==> src/rtl/timer_sequencer_pkg.sv <==
// timer_seq_pkg: shared state encoding, mode encodings and default widths for the timer sequencer
package timer_seq_pkg;

    typedef enum logic [1:0] {
        IDLE = 2'd0,
        RUN  = 2'd1,
        DONE = 2'd2
    } state_t;

    localparam logic MODE_ONESHOT  = 1'b0;
    localparam logic MODE_PERIODIC = 1'b1;

    localparam int DEF_WIDTH      = 8;
    localparam int DEF_PRESCALE_W = 4;

endpackage

==> src/rtl/timer_sequencer_count_core.sv <==
// count_core: WIDTH-bit up counter with synchronous clear that overrides enable
module count_core #(
    parameter int WIDTH = 8
) (
    input  logic             clk,
    input  logic             reset,
    input  logic             clr,
    input  logic             en,
    output logic [WIDTH-1:0] q
);

    // clear wins over increment; wraps modulo 2^WIDTH
    always_ff @(posedge clk) begin
        if (reset)   q <= '0;
        else if (clr) q <= '0;
        else if (en)  q <= q + 1'b1;
    end

endmodule

==> src/rtl/timer_sequencer.sv <==
// timer_sequencer: prescaled one-shot/periodic timer FSM with registered status outputs
module timer_sequencer
    import timer_seq_pkg::*;
#(
    parameter int WIDTH      = DEF_WIDTH,
    parameter int PRESCALE_W = DEF_PRESCALE_W
) (
    input  logic                  clk,
    input  logic                  reset,
    input  logic                  start,
    input  logic                  stop,
    input  logic                  mode,
    input  logic [WIDTH-1:0]      load_val,
    input  logic [PRESCALE_W-1:0] prescale,
    output logic [WIDTH-1:0]      o_count,
    output logic                  busy,
    output logic                  done,
    output logic                  tick
);

    state_t                r_state;
    state_t                w_state_nxt;
    logic [WIDTH-1:0]      r_term;
    logic [PRESCALE_W-1:0] r_p;
    logic [PRESCALE_W-1:0] r_presc;
    logic                  r_mode;
    logic                  r_busy;
    logic                  r_done;
    logic                  r_tick;
    logic                  w_start_acc;
    logic                  w_count_en;
    logic                  w_term;
    logic                  w_clr;
    logic                  w_en;
    logic                  w_busy_nxt;
    logic                  w_done_nxt;
    logic                  w_tick_nxt;

    assign w_start_acc = start & ~stop;
    assign w_count_en  = (r_state == RUN) && (r_presc == r_p);
    assign w_term      = w_count_en && (o_count == r_term);
    assign w_clr       = w_start_acc | (w_term & ~stop);
    assign w_en        = w_count_en & ~stop & ~w_term;

    count_core #(.WIDTH(WIDTH)) u_count (
        .clk   (clk),
        .reset (reset),
        .clr   (w_clr),
        .en    (w_en),
        .q     (o_count)
    );

    // state and registered status outputs
    always_ff @(posedge clk) begin
        if (reset) begin
            r_state <= IDLE;
            r_busy  <= 1'b0;
            r_done  <= 1'b0;
            r_tick  <= 1'b0;
        end else begin
            r_state <= w_state_nxt;
            r_busy  <= w_busy_nxt;
            r_done  <= w_done_nxt;
            r_tick  <= w_tick_nxt;
        end
    end

    // stop beats start, start beats the terminal event, terminal picks RUN or DONE by mode
    always_comb begin
        w_state_nxt = stop        ? IDLE :
                      w_start_acc ? RUN  :
                      w_term      ? ((r_mode == MODE_PERIODIC) ? RUN : DONE) :
                      r_state;
    end

    // status outputs precomputed from the next state so they come straight off flops
    always_comb begin
        w_busy_nxt = (w_state_nxt == RUN);
        w_done_nxt = (w_state_nxt == DONE);
        w_tick_nxt = w_term & ~stop;
    end

    // run parameters latched on an accepted start; prescaler wraps at p_q while running
    always_ff @(posedge clk) begin
        if (reset) begin
            r_term  <= '0;
            r_p     <= '0;
            r_mode  <= MODE_ONESHOT;
            r_presc <= '0;
        end else begin
            if (w_start_acc) begin
                r_term <= load_val;
                r_p    <= prescale;
                r_mode <= mode;
            end
            if (stop || w_start_acc || r_state != RUN) r_presc <= '0;
            else                                        r_presc <= (r_presc == r_p) ? '0 : r_presc + 1'b1;
        end
    end

    assign busy = r_busy;
    assign done = r_done;
    assign tick = r_tick;

endmodule

==> config.mk <==
export PLATFORM = sky130hd
export DESIGN_NAME = timer_sequencer
export DESIGN_NICKNAME = d
export VERILOG_FILES = /design/src/rtl/timer_sequencer_pkg.sv /design/src/rtl/timer_sequencer_count_core.sv /design/src/rtl/timer_sequencer.sv
export SDC_FILE = /design/constraint.sdc
export NUM_CORES = 1
export LEC_CHECK = 0
export BUFFER_PORTS_ARGS = -buffer_cell sky130_fd_sc_hd__buf_2
export CORE_UTILIZATION = 50
export CTS_CLUSTER_DIAMETER = 200
export DETAILED_ROUTE_END_ITERATION = 8
export GPL_TIMING_DRIVEN = 0
export HOLD_SLACK_MARGIN = 0.06
export MAX_ROUTING_LAYER = met4
export PLACE_DENSITY = 0.74
export SYNTH_ARGS = -nofsm -noshare
export SYNTH_HDL_FRONTEND = slang
export SYNTH_HIERARCHICAL = 1
export SYNTH_SLANG_ARGS = --single-unit
==> constraint.sdc <==
create_clock -name clk -period 5.31 [get_ports clk]
set_clock_uncertainty 0.05 [all_clocks]
set_input_delay 0.531 -clock clk [delete_from_list [all_inputs] [get_ports clk]]
set_output_delay 0.531 -clock clk [all_outputs]
set_load 0.01 [all_outputs]
==> results.sh <==
export IMPL_status="finished clean"
export IMPL_syn2layout_area_growth_pct=17.1
export IMPL_start_util=0.532
export IMPL_crit_reg2reg_launch="u_count/q[3]$_SDFFE_PP0P_"
export IMPL_end_kind="flop"
export IMPL_tns_ns=0
export IMPL_layout_drive_gt1_share=0.226
export IMPL_ff2ff_path_depth=7
export IMPL_finalHoldViolCount=0
export IMPL_cp_max_fo=7
export IMPL_hold_buffers=0
export IMPL_ctsRootBufferMaster="clkbuf_4"
export IMPL_grt_pass1_wl_um=4400
export IMPL_critPathLaunch="u_count/q[3]$_SDFFE_PP0P_"
export IMPL_crit_arrival_ns=2.70
export IMPL_rows=18
export IMPL_crit_slowest_cell="a2111oi_0"
export IMPL_hold_path_class="input pin to flop"
export IMPL_yosys_cell_types_count=30
export IMPL_post_cts_setup_buffers=0
export IMPL_layout_cells_non_filler=216
export IMPL_path_clk_slew_ns=0.10
export IMPL_grt_pass1_vias=1058
export IMPL_path_cells="xor2_1, nor4_4, a2111oi_0, buf_4, nand4_2, or3_1, a21oi_1"
export IMPL_core_area_mm2=0.00250
export IMPL_dr_first_iter_drc_count=14
export IMPL_synth_area_leaders="dfxtp_1 45%, nand2_1 8.7%, xor2_1 7.9%, a21oi_1 6.4%, xnor2_1 4.0%"
export IMPL_num_vias=1121
export IMPL_track_usage=0.228
export IMPL_worst_path_stages=7
export IMPL_yosysSeqAreaShare=0.452
export IMPL_dp_cells=208
export IMPL_r2r_slack_ns=2.83
export IMPL_power_density_mw_per_mm2=268
export IMPL_drtAntennaViolNets=0
export IMPL_worstHoldPathCells=3
export IMPL_diodes=0
export IMPL_post_drt_wl_per_cell_um=12.3
export IMPL_p_leak_nw=0.663
export IMPL_setup_viol=0
export IMPL_crit_family="compound AO/OA/AOI/OAI gates"
export IMPL_finalMaxSlewViolations=0
export IMPL_die_h_um=53.6
export IMPL_synth_top_area_cell="dfxtp_1"
export IMPL_port_buffers=26
export IMPL_yosys_warnings=6
export IMPL_grt_overflow_total=0
export IMPL_rsz0062_at_grt="false"
export IMPL_final_util=0.623
export IMPL_synthesis_nets=171
export IMPL_vias_per_cell=5.19
export IMPL_hold_path_end="r_term[6]$_SDFFE_PP0P_"
export IMPL_min_from="load_val[6]"
export IMPL_worst_pin_slew_ns=0.552
export IMPL_nets=204
export IMPL_maxSlewHeadroom=0.623
export IMPL_antenna_found_initial=0
export IMPL_drt_pass1_iterations=5
export IMPL_cts_sinks=30
export IMPL_max_stage_delay_ns=0.57
export IMPL_maxCapViolations=0
export IMPL_r2r_end="u_count/q[7]$_SDFFE_PP0P_"
export IMPL_die_w_um=53.6
export IMPL_finalCritPeriodShare=0.467
export IMPL_syn_inst=152
export IMPL_clock_fmax_ghz=0.403
export IMPL_crit_buf_inv=1
export IMPL_wirelength_um=2660
export IMPL_grt_max_degree=11
export IMPL_io_pins=28
export IMPL_total_power_w=0.000417
export IMPL_hold_ws_ns=0.378
export IMPL_clock_latency_ns=0.33
export IMPL_cts_tree="built"
export IMPL_cp_required_ns=5.53
export IMPL_synth_area_per_cell_um2=8.75
export IMPL_final_common_cell="nand2_1"
export IMPL_ys_ff_latch=30
export IMPL_period_minus_slack_ns=2.48
export IMPL_die_area_mm2=0.00287
export IMPL_layout_common_cells="31 x nand2_1, 30 x dfxtp_1, 28 x buf_2"
export IMPL_netlist_area_leader_share=0.452
export IMPL_cts_resized=0
export IMPL_globalplace_congestion=0.835
export IMPL_htree_levels=2
export IMPL_drcViolationCount=0
export IMPL_clk_path_buf_depth=2
export IMPL_startpoint_type="flop"
export IMPL_dp_hpwl_um=1960
export IMPL_ir_drop_uv=185
export IMPL_synth_area_mm2=0.00133
export IMPL_cts_made_buffers=5
export IMPL_path_class="flop to flop"
## where the power goes
part	switching (W)	total, W	internal (W)
clock network	0.0000787	0.000143	0.0000641
registers	0.00000340	0.000234	0.000230
logic	0.0000227	0.0000403	0.0000176
## worst max-delay path by stage
| stage | end |
|---|---|
| global placement | u_count/q[5]$_SDFFE_PP0P_ |
| CTS | u_count/q[7]$_SDFFE_PP0P_ |
| finish | u_count/q[7]$_SDFFE_PP0P_ |
| floorplan | u_count/q[5]$_SDFFE_PP0P_ |
| global route | u_count/q[7]$_SDFFE_PP0P_ |
| detailed placement | u_count/q[7]$_SDFFE_PP0P_ |
## flip-flops by register name, summed over array words and instances, names as in the netlist
signal and cells:
r_p 4, r_term 8, r_state 2, done 1
tick 1, u_count/q 8, busy 1, r_presc 4
r_mode 1
## worst min-delay path, stage by stage
cell	delay [ns]
buf_2	0.09
nand2_1	0.05
a21oi_1	0.05
## final cells by class
cell class | count | area [um^2]
well taps | 30 | 37.5
multi-input cells | 113 | 689
fillers | 222 | 942
flip-flops and latches | 30 | 601
plain buffers | 7 | 32.5
clock buffers | 7 | 55.1
clock inverters | 1 | 5.00
inverters | 2 | 7.51
repair buffers | 26 | 130
## layer usage
metal	global-route usage	vias to the layer above	share of wire
met5	-	-	0
met4	0.0965	0	0.0071
met3	0.0989	2	0.056
met2	0.348	37	0.47
met1	0.259	501	0.47
li1	-	581	-
## per-stage QoR
stage,setup slack (ns),instance area [um^2]
6_report,2.83,1560
5_1_grt,2.61,1560
4_1_cts,2.83,1560
3_5_place_dp,2.88,1500
3_3_place_gp,2.93,1500
2_1_floorplan,3.21,1330
## cells in the mapped netlist
cell	instances
xnor2_1	6
o21ai_0	3
nor2b_1	2
inv_1	2
nor3_1	3
nor4_4	2
xor2_1	12
a21oi_1	17
mux2i_1	1
and4_1	1
nor3_2	1
buf_4	1
dfxtp_1	30
nand2b_1	2
o21ai_1	2
nand3_1	4
buf_2	2
o2bb2ai_1	1
o31a_1	1
nand3b_1	1
clkbuf_1	4
nand4_1	4
ha_1	2
nand2_1	31
nand4b_2	1
or2_2	1
or3_1	3
nor2_1	10
a2111oi_0	1
nand4_2	1
## kinds of logic (layout without fill, tap and decap cells)
group / count (synthesis) / count (layout) / share of synthesized area
AOI/OAI and AO/OA: 25 / 25 / 0.103
DFF: 30 / 30 / 0.452
and+or+nand+nor: 67 / 67 / 0.271
xor gates and xnor gates: 18 / 18 / 0.119
adders and majority gates: 2 / 2 / 0.0188
muxes: 1 / 1 / 0.00753
buffers and inverters: 9 / 43 / 0.0301
Power figures use the tool's default switching activity.
